[src/rtl/osc_trig_pkg.sv]
// Shared definitions for the oscilloscope edge trigger unit.
// Holds the trigger FSM state encoding, the i_mode encodings and the
// default parameter values used by edge_trigger_unit and its sub-module.
package osc_trig_pkg;

  localparam int DEFAULT_DATA_W    = 12;
  localparam int DEFAULT_PRETRIG_W = 10;
  localparam int DEFAULT_HOLDOFF_W = 16;
  localparam int DEFAULT_TCOUNT_W  = 16;

  typedef enum logic [2:0] {
    ST_IDLE      = 3'd0,
    ST_PRETRIG   = 3'd1,
    ST_ARMED     = 3'd2,
    ST_TRIGGERED = 3'd3,
    ST_HOLDOFF   = 3'd4
  } trig_state_e;

  localparam logic [1:0] MODE_RISING  = 2'b00;
  localparam logic [1:0] MODE_FALLING = 2'b01;
  localparam logic [1:0] MODE_EITHER  = 2'b10;
  localparam logic [1:0] MODE_LEVEL   = 2'b11;

endpackage

[src/rtl/hysteresis_comparator.sv]
// Schmitt-trigger comparator for the edge trigger unit.
// Ports:
//   i_clk, i_reset     clock and synchronous active-high reset
//   i_valid            i_sample carries a sample this cycle
//   i_sample           unsigned sample
//   i_level            upper threshold (flag sets at or above it)
//   i_hysteresis       band below i_level; flag clears below level-hysteresis
//   o_flag             registered Schmitt flag
//   o_flag_next        flag value after the current sample is applied
//   o_primed           set once any valid sample has been seen since reset
module hysteresis_comparator
  import osc_trig_pkg::*;
#(
  parameter int DATA_W = DEFAULT_DATA_W
) (
  input  logic              i_clk,
  input  logic              i_reset,
  input  logic              i_valid,
  input  logic [DATA_W-1:0] i_sample,
  input  logic [DATA_W-1:0] i_level,
  input  logic [DATA_W-1:0] i_hysteresis,
  output logic              o_flag,
  output logic              o_flag_next,
  output logic              o_primed
);

  // Lower threshold floors at zero so a hysteresis larger than the level
  // never wraps into a huge bound.
  function automatic logic [DATA_W-1:0] sat_sub(input logic [DATA_W-1:0] a,
                                                input logic [DATA_W-1:0] b);
    return (b > a) ? '0 : (a - b);
  endfunction

  logic              flag_q, flag_d;
  logic              primed_q, primed_d;
  logic [DATA_W-1:0] lower;

  always_comb begin
    lower    = sat_sub(i_level, i_hysteresis);
    flag_d   = flag_q;
    primed_d = primed_q | i_valid;
    if (i_valid) begin
      if (i_sample >= i_level) begin
        flag_d = 1'b1;
      end else if (i_sample < lower) begin
        flag_d = 1'b0;
      end
    end
  end

  always_ff @(posedge i_clk) begin
    if (i_reset) begin
      flag_q   <= 1'b0;
      primed_q <= 1'b0;
    end else begin
      flag_q   <= flag_d;
      primed_q <= primed_d;
    end
  end

  assign o_flag      = flag_q;
  assign o_flag_next = flag_d;
  assign o_primed    = primed_q;

endmodule

[src/rtl/edge_trigger_unit.sv]
// Oscilloscope edge trigger unit.
// Arms on i_arm, collects a pre-trigger quota of valid samples, then fires a
// one-cycle o_trigger on the selected edge of a hysteresis-filtered compare.
// After the downstream transfer completes it pulses o_capture_reset, waits a
// holdoff and either re-arms or returns to IDLE.
// Ports:
//   i_clk, i_reset             clock, synchronous active-high reset
//   i_response_valid           i_sample_data valid this cycle
//   i_sample_data              unsigned ADC sample
//   i_level, i_hysteresis      trigger threshold and band below it
//   i_mode                     00 rising, 01 falling, 10 either, 11 level-above
//   i_arm, i_auto_rearm        start from IDLE / re-arm after holdoff
//   i_pretrig_count            valid samples needed before arming
//   i_holdoff                  post-transfer dead time in cycles
//   i_transfer_done            downstream capture done (aborts if not triggered)
//   o_trigger                  one-cycle trigger pulse
//   o_capture_reset            one-cycle capture-buffer reset pulse
//   o_armed, o_busy            state is ARMED / state is not IDLE
//   o_trig_count               triggers since reset, wrapping
module edge_trigger_unit
  import osc_trig_pkg::*;
#(
  parameter int DATA_W    = DEFAULT_DATA_W,
  parameter int PRETRIG_W = DEFAULT_PRETRIG_W,
  parameter int HOLDOFF_W = DEFAULT_HOLDOFF_W,
  parameter int TCOUNT_W  = DEFAULT_TCOUNT_W
) (
  input  logic                 i_clk,
  input  logic                 i_reset,
  input  logic                 i_response_valid,
  input  logic [DATA_W-1:0]    i_sample_data,
  input  logic [DATA_W-1:0]    i_level,
  input  logic [DATA_W-1:0]    i_hysteresis,
  input  logic [1:0]           i_mode,
  input  logic                 i_arm,
  input  logic                 i_auto_rearm,
  input  logic [PRETRIG_W-1:0] i_pretrig_count,
  input  logic [HOLDOFF_W-1:0] i_holdoff,
  input  logic                 i_transfer_done,
  output logic                 o_trigger,
  output logic                 o_capture_reset,
  output logic                 o_armed,
  output logic                 o_busy,
  output logic [TCOUNT_W-1:0]  o_trig_count
);

  trig_state_e          state_q, state_d;
  logic [PRETRIG_W-1:0] pcnt_q, pcnt_d;
  logic [HOLDOFF_W-1:0] hcnt_q, hcnt_d;
  logic [TCOUNT_W-1:0]  trig_cnt_q, trig_cnt_d;
  logic                 trig_q, trig_d;
  logic                 caprst_q, caprst_d;
  logic                 armed_q, armed_d;
  logic                 busy_q, busy_d;

  // Run configuration, captured on every entry to PRETRIG.
  logic [DATA_W-1:0]    level_q, level_d;
  logic [DATA_W-1:0]    hyst_q, hyst_d;
  logic [1:0]           mode_q, mode_d;
  logic [PRETRIG_W-1:0] pretrig_q, pretrig_d;
  logic [HOLDOFF_W-1:0] holdoff_q, holdoff_d;

  logic flag, flag_next, primed;
  logic rise, fall, qualify;
  logic enter_pretrig;

  hysteresis_comparator #(
    .DATA_W(DATA_W)
  ) u_cmp (
    .i_clk        (i_clk),
    .i_reset      (i_reset),
    .i_valid      (i_response_valid),
    .i_sample     (i_sample_data),
    .i_level      (level_q),
    .i_hysteresis (hyst_q),
    .o_flag       (flag),
    .o_flag_next  (flag_next),
    .o_primed     (primed)
  );

  // Edges need a prior sample to compare against, hence the primed gate.
  always_comb begin
    rise    = primed & ~flag & flag_next;
    fall    = primed & flag & ~flag_next;
    qualify = 1'b0;
    case (mode_q)
      MODE_RISING:  qualify = i_response_valid & rise;
      MODE_FALLING: qualify = i_response_valid & fall;
      MODE_EITHER:  qualify = i_response_valid & (rise | fall);
      default:      qualify = i_response_valid & flag_next;
    endcase
  end

  always_comb begin
    state_d       = state_q;
    pcnt_d        = pcnt_q;
    hcnt_d        = hcnt_q;
    trig_cnt_d    = trig_cnt_q;
    trig_d        = 1'b0;
    caprst_d      = 1'b0;
    level_d       = level_q;
    hyst_d        = hyst_q;
    mode_d        = mode_q;
    pretrig_d     = pretrig_q;
    holdoff_d     = holdoff_q;
    enter_pretrig = 1'b0;

    case (state_q)
      ST_IDLE: begin
        if (i_arm) begin
          enter_pretrig = 1'b1;
        end
      end
      ST_PRETRIG: begin
        if (i_transfer_done) begin
          state_d  = ST_IDLE;
          caprst_d = 1'b1;
        end else if (pretrig_q == '0) begin
          state_d = ST_ARMED;
        end else if (i_response_valid) begin
          pcnt_d = pcnt_q + PRETRIG_W'(1);
          if (pcnt_d == pretrig_q) begin
            state_d = ST_ARMED;
          end
        end
      end
      ST_ARMED: begin
        // Abort has priority over a coincident qualifying sample.
        if (i_transfer_done) begin
          state_d  = ST_IDLE;
          caprst_d = 1'b1;
        end else if (qualify) begin
          state_d    = ST_TRIGGERED;
          trig_d     = 1'b1;
          trig_cnt_d = trig_cnt_q + TCOUNT_W'(1);
        end
      end
      ST_TRIGGERED: begin
        if (i_transfer_done) begin
          state_d  = ST_HOLDOFF;
          caprst_d = 1'b1;
          hcnt_d   = '0;
        end
      end
      ST_HOLDOFF: begin
        if (hcnt_q == holdoff_q) begin
          if (i_auto_rearm) begin
            enter_pretrig = 1'b1;
          end else begin
            state_d = ST_IDLE;
          end
        end else begin
          hcnt_d = hcnt_q + HOLDOFF_W'(1);
        end
      end
      default: state_d = ST_IDLE;
    endcase

    if (enter_pretrig) begin
      state_d   = ST_PRETRIG;
      pcnt_d    = '0;
      level_d   = i_level;
      hyst_d    = i_hysteresis;
      mode_d    = i_mode;
      pretrig_d = i_pretrig_count;
      holdoff_d = i_holdoff;
    end

    armed_d = (state_d == ST_ARMED);
    busy_d  = (state_d != ST_IDLE);
  end

  always_ff @(posedge i_clk) begin
    if (i_reset) begin
      state_q    <= ST_IDLE;
      pcnt_q     <= '0;
      hcnt_q     <= '0;
      trig_cnt_q <= '0;
      trig_q     <= 1'b0;
      caprst_q   <= 1'b0;
      armed_q    <= 1'b0;
      busy_q     <= 1'b0;
      level_q    <= '0;
      hyst_q     <= '0;
      mode_q     <= MODE_RISING;
      pretrig_q  <= '0;
      holdoff_q  <= '0;
    end else begin
      state_q    <= state_d;
      pcnt_q     <= pcnt_d;
      hcnt_q     <= hcnt_d;
      trig_cnt_q <= trig_cnt_d;
      trig_q     <= trig_d;
      caprst_q   <= caprst_d;
      armed_q    <= armed_d;
      busy_q     <= busy_d;
      level_q    <= level_d;
      hyst_q     <= hyst_d;
      mode_q     <= mode_d;
      pretrig_q  <= pretrig_d;
      holdoff_q  <= holdoff_d;
    end
  end

  assign o_trigger       = trig_q;
  assign o_capture_reset = caprst_q;
  assign o_armed         = armed_q;
  assign o_busy          = busy_q;
  assign o_trig_count    = trig_cnt_q;

endmodule

[config.mk]
export PLATFORM = sky130hd
export DESIGN_NAME = edge_trigger_unit
export DESIGN_NICKNAME = d
export VERILOG_FILES = /design/src/rtl/osc_trig_pkg.sv /design/src/rtl/hysteresis_comparator.sv /design/src/rtl/edge_trigger_unit.sv
export SDC_FILE = /design/constraint.sdc
export NUM_CORES = 1
export LEC_CHECK = 0
export ABC_AREA = 1
export CELL_PAD_IN_SITES_DETAIL_PLACEMENT = 0
export CELL_PAD_IN_SITES_GLOBAL_PLACEMENT = 2
export CORE_ASPECT_RATIO = 1.25
export CORE_MARGIN = 5
export CORE_UTILIZATION = 32
export DETAILED_ROUTE_END_ITERATION = 10
export DONT_BUFFER_PORTS = 1
export HOLD_SLACK_MARGIN = 0.05
export PLACE_DENSITY_LB_ADDON = 0.15
export SETUP_SLACK_MARGIN = 0.5
export SYNTH_ARGS = -nofsm -noshare
export SYNTH_HDL_FRONTEND = slang
export SYNTH_HIERARCHICAL = 1
export SYNTH_SLANG_ARGS = --single-unit
[constraint.sdc]
create_clock -name i_clk -period 3.8 [get_ports i_clk]
set_input_delay 0.95 -clock i_clk [delete_from_list [all_inputs] [get_ports i_clk]]
set_output_delay 0.95 -clock i_clk [all_outputs]
set_load 0.02 [all_outputs]
Word-level counts from Yosys, hierarchy flattened:

Cells that the tools add are included.

* $add $sub $neg: 4
* order comparisons: 3
* equality and inequality tests: 11
* multiplexer cells: 25
* bitwise operators: 16
* reduce and logical (&&, ||, !) cells: 12

Operators by type and width (number)
* adder 16 x 1 -> 16 bit (second input constant): 2
* 2-to-1 mux 16 bit: 2
* one-hot mux 16 bit (2 select lines): 1
* 2-to-1 mux 3 bit: 10
* equality test 16 bit: 1
* one-hot mux 3 bit (5 select lines): 1
* >= comparator 12 bit: 1
* > comparator 12 bit: 1
* less-than comparator 12 bit: 1
* 2-to-1 mux 12 bit: 1
* subtractor 12 bit: 1
* adder 10 x 1 -> 10 bit (second input constant): 1
* equality test 10 bit: 1
* zero test 10 bit: 1
* equality test 3 x 2 -> 1 bit (second input constant): 3
* bitwise AND 1 bit: 8
* 2-to-1 mux 1 bit: 8
* inverter 1 bit: 6
* AND reduction 3 bit: 2
* OR reduction 3 bit: 2
* != test 2 bit (second input constant): 2
* AND reduction 4 bit: 1
* OR reduction 2 bit: 2
* equality test 3 x 1 -> 1 bit (second input constant): 1
* other kinds (10): 11

* bits in registers: 103
* input bits: 70
* word-level logic and storage cells: 86

Logic depth before layout (Yosys ltp):

Gate-level depths: netlist of run 1.

* depth in word-level cells: 16
* mapped depth: 31

By module:

Netlist of run 1, hierarchy kept.

Modules (own cells, without submodules)
* edge_trigger_unit: times used 1, cells each 662, area each 4710.8 µm², sequential area each 2021.9 µm²
* hysteresis_comparator: times used 1, cells each 210, area each 1272.5 µm², sequential area each 40.0 µm²

Least setup slack after synthesis of run 1:

OpenSTA, ideal clock, no wires.

* path type: flip-flop to flip-flop
* start: register level_q[0]
* end: register trig_cnt_q[13], in the netlist o_trig_count[13]
* setup time: 0.113 ns
* data arrival time: 3.636 ns
* data required time: 3.687 ns
* setup slack: 0.051 ns
* cell stages (with the launch flop): 30
* buffers on the path: 2
* clock period less this slack: 3.749 ns
* cells stage by stage: dfxtp_1 -> inv_1 -> ha_1 -> fa_1 -> inv_1 -> nand2_1 -> a21oi_2 -> nand2_1 -> nand3_2 -> buf_2 -> nand3_1 -> ha_1 -> a21oi_1 -> o21a_1 -> o221ai_1 -> nor2_1 -> nand2_1 -> nand2_2 -> nand2_1 -> inv_1 -> nand3_1 -> o211ai_1 -> nand3_1 -> nor2_2 -> buf_4 -> nand4_2 -> nor2_2 -> nand3_1 -> o21ai_1 -> nor2_1

* cells in the longest elaborated chain, start to end: 12

RTL lines
* start: declaration: RTL line edge_trigger_unit.sv:57 `logic [DATA_W-1:0] level_q, level_d;`
* start signal: assignment: RTL line edge_trigger_unit.sv:197 `level_q <= level_d;`
* subtractor 12 bit / > comparator 12 bit (equally long branches): RTL line hysteresis_comparator.sv:31 `return (b > a) ? '0 : (a - b);`
* 2-to-1 mux 12 bit: RTL line hysteresis_comparator.sv:31
* less-than comparator 12 bit: RTL line hysteresis_comparator.sv:45 `end else if (i_sample < lower) begin`
* 2-to-1 mux 1 bit: RTL line hysteresis_comparator.sv:45
* 2-to-1 mux 1 bit *: RTL line hysteresis_comparator.sv:43 `if (i_sample >= i_level) begin`
* 2-to-1 mux 1 bit *: RTL line hysteresis_comparator.sv:42 `if (i_valid) begin`
* named net flag_next: RTL line edge_trigger_unit.sv:63 `logic flag, flag_next, primed;`
* inverter 1 bit: RTL line edge_trigger_unit.sv:84 `fall = primed & flag & ~flag_next;`
* bitwise AND 1 bit: RTL line edge_trigger_unit.sv:84
* bitwise OR 1 bit: RTL line edge_trigger_unit.sv:89 `MODE_EITHER: qualify = i_response_valid & (rise | fall);`
* bitwise AND 1 bit: RTL line edge_trigger_unit.sv:89
* one-hot mux 1 bit (3 select lines) *: RTL line edge_trigger_unit.sv:86 `case (mode_q)`
* AND reduction 3 bit (no source line) *
* end signal: assignment: RTL line edge_trigger_unit.sv:192 `trig_cnt_q <= trig_cnt_d;`
* end: declaration: RTL line edge_trigger_unit.sv:50 `logic [TCOUNT_W-1:0] trig_cnt_q, trig_cnt_d;`

The timed path passes the listed nets; every way through them passes the cells marked *.
A chain may end at the register's enable or synchronous reset.

Worst setup path in the final report of run 1:

* start: register level_q[0]
* end: register trig_cnt_q[14], in the netlist o_trig_count[14]

The elaborated chain is that of the path after synthesis.

==> metrics.txt, run 1 <==
CTS tree yes; # setup viols final 1; Hold Buf Count CTS 0; CP Class reg -> reg; drt total wl 16,400 um; Mean Syn Cell Area 6.86 sq um; CTS root buf clkbuf_16; Max-cap violations 0; slowest cell on the critical path fa_2; top_reg_cell synth dfxtp_1; GP Congestion 0.796; Die Height 163 um; RSZ-0062 raised after global routing yes; cell area power density 404 mW/mm^2; Hold Vio Cnt, Final 0; Max clock buf depth 2; H-tree Lvls 3; Yosys reg bits 103; Syn Std Cell Area 0.00598 sq mm; total clock buffers created by CTS 9; Ports 90; final worst setup slack -0.0206 ns; Seq/Total Area, Yosys 34.5%; Mapped Cells 872; Core Rows 56; die footprint 0.0215 sq mm; most frequent CP cell inv_2; Static Leak 2.87 nW; width of the die 132 um; Setup crit start kind flip-flop; Sink Count 103; worst path bufs/invs 5; Synth Net Count 981; vias per cell 4.82; IO buf count 0; Tcrit/Tclk final 101%; cell area after layout 0.00694 sq mm; wire length per cell 14.6 um; pin count of the biggest net entering global routing 48; fmax 262 MHz; antenna violations before repair 0; Setup TNS -0.0206 ns; peak supply drop 0.000209 V; total power 2.80 mW; via count 5,439; WP data arrival 4.07 ns; first-pass GRT wire length 27,500 um; Worst-path clk slew 0.08 ns; Final Non-Filler Cells 1,128; layout cells sized above 1 12.5%; Crit. End Element flip-flop; Worst R2R Start level_q[0]; Synth cell types 43; GRT Overall Usage 15.6%; total gr overflow 0; Post-DP Area 0.00645 sq mm; violated checks negative setup slack; DRC errors left 0; Slew headroom 48.6%; Warnings, synthesis 6; Crit path required time 4.05 ns; Initial Util 32.2%; status finished with violations; Area Growth Syn to Fin 16.0%; core area 0.0186 sq mm; Worst Max-Slew Pin Slew 0.770 ns; Hold Path Class reg -> reg; nets 1,000; DP HPWL 12,500 um; Clk Latency, worst-skew pair 0.36 ns; diodes inserted 0; number of enable flip-flop cells after synthesis 0; dpl ws -0.283 ns; number of global-route vias before repair 5,498; dpl cells 1,105; max-slew violation count 0; hold path start state_q[2]; crit path max fanout 4; post-route minimum period 3.82 ns; skew final 0.00872 ns; TritonRoute pass-1 iters 5; Routed Antenna Nets 0; register area 0.00206 sq mm; DR iter-0 viols 222; async set-reset flop share out of synthesis 0%; Crit path max-delay family simple AND/OR/NAND/NOR gates; start point of the critical path level_q[0]; area of the multi-input gates 0.00356 sq mm; max incr delay on CP 0.35 ns; fillers 1,987
where the power goes:
part / internal (mW) / switching (mW)
registers: 1.13 / 0.0412
clock network: 0.528 / 0.476
logic: 0.267 / 0.356
total: 1.93 / 0.874
stage by stage:
step,hold WS [ns],utilization (%)
after global routing,0.500,37.4
final,0.467,37.4
after CTS,0.473,37.3
after detailed placement,0.453,34.8
after global placement,0.456,34.8
after floorplan,0.422,-
flip-flops by register name, summed over array words and instances (netlist names), 2 cells and up:
| signal | flops |
|---|---|
| state_q | 3 |
| pcnt_q | 10 |
| o_trig_count | 16 |
| pretrig_q | 10 |
| holdoff_q | 16 |
| level_q | 12 |
| hyst_q | 12 |
| mode_q | 2 |
| hcnt_q | 16 |
placed cells by master, fill, tap and decap left out, drive strengths merged:
master    count
a31oi         3
o21a          1
inv         109
nand2b        1
nand4        19
nor2        160
a211oi        3
bufinv        1
clkinv        2
o21ai        71
ha           38
clkinvlp      2
nand2       155
o211ai        1
nand3b        6
o221ai        1
dfxtp       103
nand3        50
fa            1
xnor2        12
nor4          5
xor2         17
o2111ai       1
o21bai        1
o31ai         1
buf          35
or2           9
a21oi        66
clkbuf        9
nor3         13
path summary, 6_finish.rpt:
check | to | cells past startpoint | slack, ns
min reg2reg | o_capture_reset | 1 | 0.47
min | o_capture_reset | 1 | 0.47
max reg2reg | o_trig_count[14] | 28 | -0.02
max | o_trig_count[14] | 28 | -0.02
Yosys cell counts, drive strengths merged, types with 3 or more instances:
cell type,instances,area [sq um]
a211oi,3,27.5
inv,107,402
ha,38,475
buf,14,106
nand2,155,592
nand3,50,260
nor3,13,75.1
a31oi,3,18.8
clkbuf,13,50.0
or2,9,56.3
o21ai,71,355
a21oi,66,342
nand4,19,125
xnor2,12,105
nor2,160,626
xor2,17,149
nor4,5,37.5
nand3b,6,45.0
dfxtp,103,2060
worst reg2reg max path: cells and delay by family, from the launching register on:
| kind | cells | cell delay, ns |
|---|---|---|
| simple gates | 13 | 1.42 |
| compound gates | 7 | 0.81 |
| fa+ha+maj | 3 | 0.74 |
| buf+inv | 5 | 0.42 |
| flops | 1 | 0.34 |
cells by family after synthesis:
family	count (synthesis)	share of synthesized area [%]
AO/OA/AOI/OAI	149	13.2
XOR/XNOR	29	4.25
adder cells (fa/ha/maj)	39	8.28
buffers and inverters	134	9.33
flip-flops	103	34.5
AND/OR/NAND/NOR	418	30.5
what timing repair did:
action / 4_1_cts / 5_1_grt
pin swaps: 21 / 4
resized for setup: 22 / 5
cloned: 1 / 0
setup buffers: 6 / 0
setup endpoints to repair: 20 / 20
routing by layer:
metal	up-vias	wire, um	track usage [%]
met4	0	169	4.26
li1	2872	-	-
met1	2469	7200	18.3
met2	83	8320	28.2
met3	15	755	3.71
met5	-	0	0
final cells by class:
type / count / area share, %
Clock inverter: 7 / 1.33
Timing Repair Buffer: 35 / 4.49
Sequential cell: 103 / 29.7
Tap cell: 232 / 4.18
Multi-Input combinational cell: 635 / 51.2
Clock buffer: 9 / 3.24
Inverter: 107 / 5.79
(Power assumes the default switching activity.)
==> run 2, diff against run 1 <==
--- a/config.mk
+++ b/config.mk
@@ -5,14 +5,14 @@
 export SDC_FILE = /design/constraint.sdc
 export NUM_CORES = 1
 export LEC_CHECK = 0
-export ABC_AREA = 1
 export CELL_PAD_IN_SITES_DETAIL_PLACEMENT = 0
 export CELL_PAD_IN_SITES_GLOBAL_PLACEMENT = 2
-export CORE_ASPECT_RATIO = 1.25
+export CORE_ASPECT_RATIO = 0.6
 export CORE_MARGIN = 5
-export CORE_UTILIZATION = 32
+export CORE_UTILIZATION = 34
 export DETAILED_ROUTE_END_ITERATION = 10
 export DONT_BUFFER_PORTS = 1
+export GPL_ROUTABILITY_DRIVEN = 0
 export HOLD_SLACK_MARGIN = 0.05
 export PLACE_DENSITY_LB_ADDON = 0.15
 export SETUP_SLACK_MARGIN = 0.5
==> run 2 against run 1 <==
Effect of this change:
- the flow still finishes with violations (negative setup slack)
- setup slack got worse by 0.86 ns
- critical path depth fell by 3
- count of clock-buffer cells in the layout up 1
- worst hold slack gained 0.026 ns
- fmax decreased by 18%
- utilization increased by 4.2 points
- register-to-register slack got worse by 0.86 ns
- total power rose by 4.6%
- via count rose by 3.5%
- non-clock buffer count is 50 higher
- sequential share of layout area shrank 2.0 points
- design area up 7.3%
- critical path type unchanged
- largest cell class unchanged
==> metrics.txt, run 2 <==
drt total wl 18,900 um (+15%); max-slew violation count 0 (unchanged); Hold Crit Depth 2 (+1); R2R depth 25 (-11%); synth top area cells dfxtp_1, ha_1, a31o_1, a21oi_1, nand2_1; Yosys top cell by area dfxtp_1; core area 0.0179 sq mm (-3.5%); IO buf count 0 (unchanged); Die Height 114 um (-30%); pin count of the biggest net entering global routing 105 (+120%); fillers 1,788 (-10%); number of enable flip-flop cells after synthesis 0 (unchanged); Static Leak 2.88 nW (+0.35%); Hold Buf Count CTS 0 (unchanged); Slew headroom 29.4% (-19 points); crit path max fanout 7 (+3); Warnings, synthesis 6 (unchanged); CTS root buf clkbuf_16; # setup viols final 20 (+19); GRT Overall Usage 17.9% (+2.4 points); DR iter-0 viols 371 (+67%); Setup crit start kind flip-flop; via count 5,627 (+3.5%); async set-reset flop share out of synthesis 0% (unchanged); RSZ-0062 raised after global routing yes; Hold Vio Cnt, Final 0 (unchanged); Crit. End Element flip-flop; area of the multi-input gates 0.00389 sq mm (+9.3%); TritonRoute pass-1 iters 5 (unchanged); Routed Antenna Nets 0 (unchanged); number of global-route vias before repair 5,236 (-4.8%); width of the die 184 um (+39%); die footprint 0.0210 sq mm (-2.5%); Tcrit/Tclk final 123% (+23 points); total gr overflow 0 (unchanged); Hold Path Class reg -> reg; Worst Max-Slew Pin Slew 1.06 ns (+0.289 ns); H-tree Lvls 3 (unchanged); Seq/Total Area, Yosys 33.5% (-1.0 points); cell area power density 393 mW/mm^2 (-2.6%); Worst Hold End u_cmp/o_primed; nets 913 (-8.7%); Mean Syn Cell Area 8.19 sq um (+19%); WP data arrival 4.98 ns (+0.91 ns); hold path start u_cmp/o_primed; Sink Count 103 (unchanged); Post-DP Area 0.00674 sq mm (+4.5%); Mapped Cells 752 (-14%); commonest non-fill, non-tap cell in the layout dfxtp_1; diodes inserted 0 (unchanged); Max-cap violations 0 (unchanged); worst reg2reg endpoint o_trig_count[11]; post-synth top area share 33.5% (-1.0 points); vias per cell 5.37 (+11%); final worst setup slack -0.883 ns (-0.862 ns); post-route minimum period 4.68 ns (+0.862 ns); register area 0.00206 sq mm (unchanged); top_reg_cell synth dfxtp_1; layout cells sized above 1 17.3% (+4.8 points); Syn Std Cell Area 0.00616 sq mm (+3.0%); Crit path required time 4.09 ns (+0.04 ns); first-pass GRT wire length 29,600 um (+7.6%); wire length per cell 18.1 um (+24%); Max clock buf depth 2 (unchanged); fmax 214 MHz (-18%); DP HPWL 13,700 um (+9.5%); top-count cell post-synth dfxtp_1; Yosys reg bits 103 (unchanged); status finished with violations; start point of the critical path level_q[0]; Initial Util 34.4% (+2.2 points); Worst R2R Start level_q[0]; violated checks negative setup slack; Ports 90 (unchanged); antenna violations before repair 0 (unchanged); Core Rows 38 (-32%); skew final 0.00861 ns (-0.000107 ns); Synth top cells by count dfxtp_1, nand2_1, a21oi_1; Worst-path clk slew 0.07 ns (about the same); CTS tree yes; total clock buffers created by CTS 9 (unchanged); DRC errors left 0 (unchanged); CP Class reg -> reg; dpl ws -0.932 ns (-0.649 ns); peak supply drop 0.000206 V (-1.3%); total power 2.93 mW (+4.6%); cell area after layout 0.00745 sq mm (+7.3%); Synth cell types 64 (+49%); Area Growth Syn to Fin 20.9%; most frequent cells in the layout dfxtp_1, nand2_1, a21oi_1; Synth Net Count 861 (-12%); Clk Latency, worst-skew pair 0.35 ns (about the same); setup slack, reg-to-reg -0.88 ns (-0.86 ns)
## run 2: changes by cell type after synthesis, sizes merged, moves of 14 or more
| cell | change |
|---|---|
| a21oi | +16 |
| a31o | +50 |
| clkbuf | +15 |
| inv | -71 |
| nand2 | -67 |
| nand3 | -31 |
| nor2 | -112 |
| o21ai | -47 |
| xnor2 | +15 |
| xor2 | +14 |
## run 2: worst max-delay path by stage
| stage | to | slack (ns) | cells past startpoint |
|---|---|---|---|
| after global routing | o_trig_count[10] | -1.12 | 24 |
| after detailed placement | o_trig_count[15] | -0.93 | 22 |
| after floorplan | o_trig_count[15] | -0.63 | 22 |
| final | o_trig_count[11] | -0.88 | 25 |
| after CTS | o_trig_count[4] | -0.76 | 23 |
| after global placement | o_trig_count[15] | -0.85 | 22 |
## run 2: through the flow
| stage | util [%] | hold WS (ns) | std cells | setup TNS (ns) |
|---|---|---|---|---|
| detailed placement | 37.6 | 0.479 | 1004 | -15.00 |
| global route | 41.6 | 0.521 | 1048 | -20.47 |
| floorplan | - | 0.455 | 752 | -10.0 |
| finish | 41.6 | 0.493 | 1048 | -15.76 |
| global placement | 37.6 | 0.470 | 1004 | -13.44 |
| CTS | 40.9 | 0.496 | 1038 | -13.48 |
## run 2: repair_timing
action                                  in CTS  in global routing
endpoints found under the setup margin      20                 20
pin swaps                                    7                 20
cloned                                       1                  0
setup buffers                               18                 10
gates resized for setup                     28                  9
## run 2: routing by layer
| layer | vias up | track usage [%] | part of all wire (%) |
|---|---|---|---|
| li1 | 2818 | - | - |
| met1 | 2698 | 28.5 | 54 |
| met5 | - | 0 | 0 |
| met4 | 0 | 2.95 | 0.69 |
| met2 | 100 | 24.3 | 40 |
| met3 | 11 | 4.44 | 5.5 |
## run 2: final cells by class
| class | instances | share of cell area, % |
|---|---|---|
| multi-input combinational | 568 | 52.2 |
| clock buffer | 10 | 3.21 |
| inverter | 37 | 1.86 |
| tap | 240 | 4.03 |
| timing repair buffer | 85 | 9.93 |
| clock inverter | 5 | 1.11 |
| sequential | 103 | 27.7 |
## run 2: cell families (layout without fill, tap and decap cells)
family | after synthesis | count (layout) | share of synthesized area (%)
muxes | 3 | 3 | 0.508
DFF | 103 | 103 | 33.5
and+or+nand+nor | 262 | 262 | 21.3
buffers and inverters | 81 | 137 | 5.91
adders and majority gates | 39 | 39 | 8.04
xor gates and xnor gates | 58 | 58 | 8.24
AOI/OAI and AO/OA | 206 | 206 | 22.6
## run 2: report_power, final
part / internal [mW] / leakage (nW) / switching (mW) / total, mW
clock: 0.592 / 0.147 / 0.426 / 1.02
sequential: 1.13 / 0.840 / 0.0466 / 1.17
combinational: 0.350 / 1.89 / 0.388 / 0.737
total: 2.07 / 2.88 / 0.860 / 2.93
## run 2: critical path, stage by stage (launching register included)
cell and delay [ns]:
dfxtp_2 0.33, inv_2 0.04, ha_4 0.15, fa_2 0.37
nor2b_2 0.15, o31a_1 0.19, o2111a_1 0.25, o21ai_2 0.07
a21oi_2 0.16, buf_4 0.15, nand2b_4 0.06, ha_4 0.15
or4_4 0.51, a21oi_4 0.17, nand3_2 0.09, a21oi_2 0.13
nor2_1 0.07, a221o_1 0.35, nand4bb_1 0.22, a21boi_2 0.21
buf_4 0.14, o211a_4 0.21, buf_4 0.12, nand3_2 0.07
xor2_1 0.15, nor2_1 0.09
==> run 3, diff against run 2 <==
--- a/config.mk
+++ b/config.mk
@@ -5,15 +5,14 @@
 export SDC_FILE = /design/constraint.sdc
 export NUM_CORES = 1
 export LEC_CHECK = 0
-export CELL_PAD_IN_SITES_DETAIL_PLACEMENT = 0
+export CELL_PAD_IN_SITES_DETAIL_PLACEMENT = 1
 export CELL_PAD_IN_SITES_GLOBAL_PLACEMENT = 2
 export CORE_ASPECT_RATIO = 0.6
 export CORE_MARGIN = 5
-export CORE_UTILIZATION = 34
+export CORE_UTILIZATION = 41
 export DETAILED_ROUTE_END_ITERATION = 10
 export DONT_BUFFER_PORTS = 1
 export GPL_ROUTABILITY_DRIVEN = 0
-export HOLD_SLACK_MARGIN = 0.05
 export PLACE_DENSITY_LB_ADDON = 0.15
 export SETUP_SLACK_MARGIN = 0.5
 export SYNTH_ARGS = -nofsm -noshare
==> constraint.sdc (replaced) <==
create_clock -name i_clk -period 5.72 [get_ports i_clk]
set_input_delay 1.43 -clock i_clk [delete_from_list [all_inputs] [get_ports i_clk]]
set_output_delay 1.43 -clock i_clk [all_outputs]
set_load 0.02 [all_outputs]
==> run 3 against run 2 <==
Effect of this change:
- the flow now finishes without violations
- sequential cell count stayed put
- via count is 1.8% lower
- die area is 16% lower
- critical path type unchanged
- critical endpoint is now o_trig_count[12]
==> metrics.txt, run 3 (same netlist as run 2, synthesis figures left out) <==
DRC errors left 0 (unchanged); post-route minimum period 5.07 ns (+0.385 ns); die footprint 0.0177 sq mm (-16%); Ports 90 (unchanged); diodes inserted 0 (unchanged); Slew headroom 47.5% (+18 points); # setup viols final 0 (-100%); hold path start u_cmp/o_primed; width of the die 168 um (-8.4%); commonest non-fill, non-tap cell in the layout dfxtp_1; DP HPWL 14,000 um (+2.4%); worst reg2reg endpoint o_trig_count[12]; Worst Hold End u_cmp/o_primed; Hold Vio Cnt, Final 0 (unchanged); Worst-path clk slew 0.08 ns (about the same); Static Leak 2.45 nW (-15%); total gr overflow 0 (unchanged); DR iter-0 viols 282 (-24%); max-slew violation count 0 (unchanged); Worst R2R Start level_q[0]; Post-DP Area 0.00625 sq mm (-7.3%); CTS tree yes; fillers 1,740 (-2.7%); max incr delay on CP 0.51 ns (about the same); Levels on crit path 22 (-12%); R2R depth 22 (-12%); TritonRoute pass-1 iters 5 (unchanged); pin count of the biggest net entering global routing 60 (-43%); WP data arrival 5.31 ns (+0.33 ns); Routed Antenna Nets 0 (unchanged); setup slack, reg-to-reg 0.65 ns (+1.53 ns); Max-cap violations 0 (unchanged); most frequent CP cell a21oi_2; RSZ-0062 raised after global routing yes; status complete, no violations; Crit path required time 5.96 ns (+1.87 ns); IO buf count 0 (unchanged); crit-path cells inv_1 -> ha_1 -> fa_1 -> nor2b_1 -> o31a_1 -> o2111a_1 -> o21ai_1 -> a21oi_2 -> nand3_1 -> ha_1 -> or4_4 -> a21oi_2 -> nand3_1 -> a21oi_2 -> nor2_1 -> a221o_1 -> nand4bb_1 -> a21boi_4 -> o21a_2 -> nand4_1 -> xnor2_1 -> nor2_1; Crit. End Element flip-flop; skew final 0.0106 ns (+0.00202 ns); Area Growth Syn to Fin 7.27%; CP Class reg -> reg; Initial Util 42.2% (+7.9 points); total clock buffers created by CTS 9 (unchanged); crit path max fanout 5 (-2); peak supply drop 0.000121 V (-41%); nets 840 (-8.0%); Max clock buf depth 2 (unchanged); register area 0.00206 sq mm (about the same); core area 0.0146 sq mm (-19%); antenna violations before repair 0 (unchanged); worst path bufs/invs 1 (-3); Tcrit/Tclk final 88.6% (-35 points); slowest cell on the critical path or4_4; Hold Path Class reg -> reg; cell area power density 272 mW/mm^2 (-31%); area of the multi-input gates 0.00380 sq mm (-2.2%); number of global-route vias before repair 5,448 (+4.0%); Core Rows 34 (-11%); Setup crit start kind flip-flop; cell area after layout 0.00661 sq mm (-11%); Setup TNS 0 ns (+15.76 ns); Crit path max-delay family compound AO/OA/AOI/OAI gates; GRT Overall Usage 21.3% (+3.4 points); CTS root buf clkbuf_16; first-pass GRT wire length 30,400 um (+2.7%); Worst Max-Slew Pin Slew 0.786 ns (-0.274 ns); Clk Latency, worst-skew pair 0.36 ns (about the same); Die Height 105 um (-8.2%); vias per cell 5.92 (+10%); drt total wl 19,300 um (+2.1%); H-tree Lvls 3 (unchanged); fmax 197 MHz (-7.6%); wire length per cell 20.7 um (+15%); Hold Crit Depth 2 (unchanged); via count 5,527 (-1.8%); layout cells sized above 1 6.52% (-11 points); most frequent cells in the layout dfxtp_1, nand2_1, a21oi_1; Sink Count 103 (unchanged)
## run 3: how the worst max path moves through the flow
stage,startpoint,endpoint
floorplan,level_q[0],o_armed
global placement,level_q[0],o_trig_count[12]
detailed placement,level_q[0],o_trig_count[14]
CTS,level_q[0],o_trig_count[15]
global route,level_q[0],o_trig_count[12]
finish,level_q[0],o_trig_count[12]
## run 3: metal layers
metal	up-vias	GRT usage [%]	wire (um)
li1	2669	-	-
met1	2734	32.9	10200
met2	107	29.9	7860
met3	17	5.13	1050
met4	0	4.28	177
met5	-	0	0
## run 3: worst reg2reg max path: cells and delay by family, from the launching register on
kind | cells | cell delay [ns]
AOI/OAI and AO/OA | 9 | 1.96
xor gates and xnor gates | 1 | 0.24
adders and majority gates | 3 | 0.87
buffers and inverters | 1 | 0.05
DFF | 1 | 0.36
and+or+nand+nor | 8 | 1.49
## run 3: cell type report
class                      count  area share (%)
clock inverter                 7           0.814
clock buffer                   9            3.41
sequential                   103            31.2
multi-input combinational    569            57.5
timing repair buffer          11            1.25
tap                          198            3.75
inverter                      37            2.10
## run 3: report_power, final
part,leakage (nW),switching (mW),internal (mW)
Clock,0.129,0.303,0.300
Combinational,1.48,0.250,0.164
Sequential,0.839,0.0321,0.749
## run 3: repair_timing
| action | 4_1_cts | 5_1_grt |
|---|---|---|
| hold buffers | 0 | 0 |
| pin swaps | 0 | 4 |
| endpoints found under the setup margin | 16 | 18 |
| setup buffers | 0 | 5 |
| resized for setup | 3 | 8 |
| cloned | 0 | 1 |
## run 3: stage by stage
| step | hold WS, ns | util [%] | cells | total power, mW | worst slack, ns |
|---|---|---|---|---|---|
| floorplan | 0.455 | - | 752 | 1.09 | 0.877 |
| finish | 0.499 | 45.3 | 934 | 1.80 | 0.652 |
| global route | 0.542 | 45.3 | 934 | 1.89 | 0.419 |
| detailed placement | 0.491 | 42.8 | 912 | 1.19 | 0.336 |
| global placement | 0.469 | 42.8 | 912 | 1.17 | 0.601 |
| CTS | 0.504 | 44.7 | 928 | 1.80 | 0.516 |
==> RTL change 1: new RTL, config.mk and constraints of run 1 <==
`holdoff_q` no longer has a reset.
--- a/src/rtl/edge_trigger_unit.sv
+++ b/src/rtl/edge_trigger_unit.sv
@@ -184,7 +184,6 @@
       hyst_q     <= '0;
       mode_q     <= MODE_RISING;
       pretrig_q  <= '0;
-      holdoff_q  <= '0;
     end else begin
       state_q    <= state_d;
       pcnt_q     <= pcnt_d;
@@ -198,8 +197,11 @@
       hyst_q     <= hyst_d;
       mode_q     <= mode_d;
       pretrig_q  <= pretrig_d;
-      holdoff_q  <= holdoff_d;
     end
+  end
+
+  always_ff @(posedge i_clk) begin
+    holdoff_q <= holdoff_d;
   end
 
   assign o_trigger       = trig_q;
Check against the original RTL: no difference found for any inputs over 4 cycles, from zero or initial values and one cycle with i_reset high; that may be too few to reach the edited logic, so the function may still have changed.
==> RTL change 1 against run 1 <==
The flow still finishes with violations (negative setup slack). Setup slack improved by 0.011 ns. Sequential share of layout area rose by 2.3 points. Synthesized area fell by 1.2%. Total power shrank 0.14%. Wire length fell by 2.1%. Sequential cell count stayed put. Final area about the same. Critical endpoint is now o_trig_count[10]$_SDFFE_PP0P_.
==> RTL change 1: results (changes against run 1) <==
[global_routing]
antenna_found_initial = 0  ; unchanged
grt_max_degree = 50  ; was 48
grt_usage = 0.151  ; was 0.156
grt_pass1_wl_um = 26100  ; was 27500 um

[clock_tree]
worstSkewPairLatency_ns = 0.35
clockRootBuffer = clkbuf_16  ; unchanged
cts_made_buffers = 9  ; unchanged
clock_path_buffers = 2  ; unchanged
cts.clk_slew.worst_paths_ns = 0.07
cts-htree-levels = 3  ; unchanged

[run_status]
violations = negative setup slack  ; unchanged
outcome = finished with violations  ; unchanged

[sta]
finClkSkew_ns = 0.00605  ; was 0.00872 ns
fin_ws_ns = -0.00918  ; was -0.0206 ns
hold_viol = 0  ; unchanged
relSlewSlack = 0.613  ; was 0.486
holdWs_ns = 0.460  ; was 0.467 ns
finalSetupViolations = 2  ; was 1

[yosys]
synth_cell_types = 44  ; was 43
synth-edff-count = 16  ; was 0
synth_nets = 921  ; was 981
synthFlopType = dfxtp_1  ; unchanged
synth-seq-area-share = 0.376  ; was 0.345
yosys_warnings = 6  ; unchanged
synth_common_cells = nand2_1 (146), nor2_1 (129), inv_1 (95)  ; was nor2_1 (154), nand2_1 (151), dfxtp_1 (103)
async_flop_share = 0  ; unchanged
ys_top_cells_by_area = dfxtp_1 (29%), nand2_1 (9.3%), nor2_1 (8.2%)  ; was dfxtp_1 (34%), nor2_1 (9.7%), nand2_1 (9.5%)

[worst_setup_path]
worstPathArrival_ns = 4.05  ; was 4.07 ns
crit_family = simple AND/OR/NAND/NOR gates  ; unchanged
crit_start = level_q[0]$_SDFFE_PP0P_  ; unchanged
cp_max_fo = 5  ; was 4
cpPeakStageDelay_ns = 0.35  ; about the same
slowest_stage = fa_2  ; unchanged
r2r_end = o_trig_count[10]$_SDFFE_PP0P_  ; was o_trig_count[14]$_SDFFE_PP0P_
reg2reg_depth = 27  ; was 28

[power_and_ir_drop]
ir_drop_v = 0.000234  ; was 0.000209 V
leakage_nw = 2.74  ; was 2.87 nW

[placed_design]
gp_congestion = 0.801  ; was 0.796
io_buffers = 0  ; unchanged
dp_hpwl_um = 12100  ; was 12500 um

[hold_path]
holdPathEnd = o_capture_reset$_SDFF_PP0_  ; unchanged
min_path_type = reg -> reg  ; unchanged
hold_path_depth = 1  ; unchanged

[routing]
wl_per_cell_um = 15.0  ; was 14.6 um
via_count = 5139  ; was 5439
first_pass_iters = 4  ; was 5
first_iter_violations = 224  ; was 222

[layout]
antenna_cells = 0  ; unchanged
layout.nets = 950  ; was 1000
post_route_cells_drive_above_1_share = 0.161  ; was 0.125

## RTL change 1: cell types whose count changed after synthesis, moves of 7 or more
cell / change
dfxtp_1: -16
edfxtp_1: +16
inv_1: -7
nor2_1: -25
o21ai_0: -15
## RTL change 1: report_power, final
part           internal [W]  switching (W)
Combinational      0.000279       0.000357
Clock              0.000517       0.000448
Sequential          0.00116      0.0000371
## RTL change 1: through the flow
stage               setup TNS [ns]  cells  setup slack [ns]  total power (W)  cell area (um^2)
floorplan                        0    812             0.179          0.00163              6000
global placement            -0.793   1052            -0.133          0.00180              6410
detailed placement           -1.78   1052            -0.222          0.00181              6410
CTS                        -0.0525   1074           -0.0278          0.00282              6880
global route                 -3.47   1074            -0.323          0.00298              6950
finish                     -0.0171   1074          -0.00918          0.00280              6950
## RTL change 1: what timing repair did
action	4_1_cts	5_1_grt
setup endpoints to repair	20	20
buffers inserted	5	0
resized for setup	34	13
pin swaps	20	6
gates cloned	1	0
## RTL change 1: cell families (layout without fill, tap and decap cells)
family,after synthesis,count (layout),synth area share
DFF,103,103,0.376
buffers and inverters,124,157,0.0862
xor gates and xnor gates,32,32,0.0497
adders and majority gates,39,39,0.0838
AOI/OAI and AO/OA,125,125,0.113
and+or+nand+nor,389,390,0.291
## RTL change 1: layout make-up
type	instances	area [um^2]
clock buffer	10	229
clock inverter	6	70.1
fill	1967	11200
inverter	102	388
multi-input combinational	586	3440
sequential	103	2220
tap	228	285
timing repair buffer	39	308
## RTL change 1: how the worst max path moves through the flow
stage	end	slack, ns	cells after the start
floorplan	o_trig_count[9]$_SDFFE_PP0P_	0.18	28
global placement	o_trig_count[9]$_SDFFE_PP0P_	-0.13	27
finish	o_trig_count[10]$_SDFFE_PP0P_	-0.009	27
CTS	o_trig_count[14]$_SDFFE_PP0P_	-0.03	27
detailed placement	o_trig_count[9]$_SDFFE_PP0P_	-0.22	27
global route	o_trig_count[11]$_SDFFE_PP0P_	-0.32	28
## RTL change 1: metal layers
metal / wire, um / GRT usage / vias up / share of wire
met2: 8380 / 0.277 / 71 / 0.52
met1: 6910 / 0.176 / 2340 / 0.43
met4: 286 / 0.0500 / 0 / 0.018
met3: 530 / 0.0279 / 20 / 0.033
met5: 0 / 0 / - / 0
li1: - / - / 2708 / -
==> RTL change 2: new RTL, settings of run 1 <==
Without the edit above. `DEFAULT_TCOUNT_W`: 16 -> 14.
--- a/src/rtl/osc_trig_pkg.sv
+++ b/src/rtl/osc_trig_pkg.sv
@@ -6,7 +6,7 @@
   localparam int DEFAULT_DATA_W    = 12;
   localparam int DEFAULT_PRETRIG_W = 10;
   localparam int DEFAULT_HOLDOFF_W = 16;
-  localparam int DEFAULT_TCOUNT_W  = 16;
+  localparam int DEFAULT_TCOUNT_W  = 14;
 
   typedef enum logic [2:0] {
     ST_IDLE      = 3'd0,
Ports: changed (resized o_trig_count); port bits go from 90 to 88. The function was not compared with the original's and may differ.
==> RTL change 2 against run 1 <==
Non-clock buffer count is 12 lower. Final area is 0.13% lower. Sequential cell count fell by 2. Critical path type unchanged. Synthesized area hardly changed. Largest power group unchanged. Setup slack gained 0.15 ns. Via count is 1.4% lower. Total power is 1.2% lower. Final cell count decreased by 1.1%. First-iteration DRC count down 33%. Wire length grew 0.43%.
==> RTL change 2: results (changes against run 1) <==
[run_status]
outcome = complete, no violations  ; was finished with violations

[routing]
via_count = 5364  ; was 5439
first_iter_violations = 149  ; was 222
dr_wl_met2_um = 8590  ; was 8320 um
vias_per_cell = 4.81  ; was 4.82
wl_met3_um = 741  ; was 755 um
top_layer = met4  ; unchanged
wirelength_met1_um = 6850  ; was 7200 um
drt-total-wl_um = 16500  ; was 16400 um

[global_routing]
grt_max_degree = 45  ; was 48
grt_pass1_wl_um = 27200  ; was 27500 um
grt_usage = 0.155  ; was 0.156
globalRouteMet1Util = 0.173  ; was 0.183
grt.met2_usage = 0.289  ; was 0.282
use_met3 = 0.0324  ; was 0.0371

[sta]
finClkSkew_ns = 0.0139  ; was 0.00872 ns
worst_pin_slew_ns = 0.577  ; was 0.770 ns

[placed_design]
placed_cell_area_um2 = 6350  ; was 6450 um^2
place_ws_ns = -0.0215  ; was -0.283 ns
placed_cells = 1094  ; was 1105
gp_congestion = 0.841  ; was 0.796
dp_hpwl_um = 12800  ; was 12500 um

[power_and_ir_drop]
ir_drop_v = 0.000205  ; was 0.000209 V
leakage_nw = 2.89  ; was 2.87 nW

[yosys]
synth_common_cells = nand2_1 (161), nor2_1 (156), dfxtp_1 (101)  ; was nor2_1 (154), nand2_1 (151), dfxtp_1 (103)
ys_top_cells_by_area = dfxtp_1 (34%), nand2_1 (10%), nor2_1 (9.8%)  ; was dfxtp_1 (34%), nor2_1 (9.7%), nand2_1 (9.5%)
synth-seq-area-share = 0.338  ; was 0.345
synth_cell_types = 50  ; was 43

[layout]
fill_cells = 1973  ; was 1987
layout.nets = 988  ; was 1000
post_route_cells_drive_above_1_share = 0.139  ; was 0.125

[worst_setup_path]
worstPathArrival_ns = 3.94  ; was 4.07 ns
cp_max_fo = 4  ; unchanged

[clock_tree]
clock_path_buffers = 2  ; unchanged

RTL change 2: cell type report:
cell class / instances / area, um^2 / share of cell area
Clock buffer: 11 / 243 / 0.0350
Clock inverter: 5 / 67.6 / 0.00975
Inverter: 104 / 399 / 0.0576
Multi-Input combinational cell: 640 / 3730 / 0.538
Sequential cell: 101 / 2020 / 0.292
Tap cell: 232 / 290 / 0.0419
Timing Repair Buffer: 23 / 180 / 0.0260
RTL change 2: path summary, 6_finish.rpt:
kind,startpoint,end,slack (ns),cells after the start
setup / recovery,level_q[0]$_SDFFE_PP0P_,o_trig_count[13]$_SDFFE_PP0P_,0.12,30
hold / removal,pcnt_q[9]$_SDFFE_PP0P_,pcnt_q[9]$_SDFFE_PP0P_,0.48,2
setup reg to reg,level_q[0]$_SDFFE_PP0P_,o_trig_count[13]$_SDFFE_PP0P_,0.12,30
hold reg to reg,pcnt_q[9]$_SDFFE_PP0P_,pcnt_q[9]$_SDFFE_PP0P_,0.48,2
RTL change 2: kinds of logic after synthesis:
group / after synthesis / share of synthesized area
adders and majority gates: 39 / 0.0828
DFF: 101 / 0.338
AOI/OAI and AO/OA: 144 / 0.131
xor gates and xnor gates: 28 / 0.0410
buffers and inverters: 132 / 0.0916
and+or+nand+nor: 428 / 0.316
RTL change 2: power by group:
part / total (W) / internal [W] / switching (W)
clock: 0.000980 / 0.000539 / 0.000440
sequential: 0.00115 / 0.00111 / 0.0000386
combinational: 0.000639 / 0.000270 / 0.000368
total: 0.00277 / 0.00192 / 0.000847
RTL change 2: timing repair:
| item | in CTS | in global routing |
|---|---|---|
| gates cloned | 0 | 1 |
| endpoints found under the setup margin | 18 | 18 |
| pin swaps | 14 | 15 |
| gates resized for setup | 15 | 31 |
| buffers inserted | 3 | 2 |
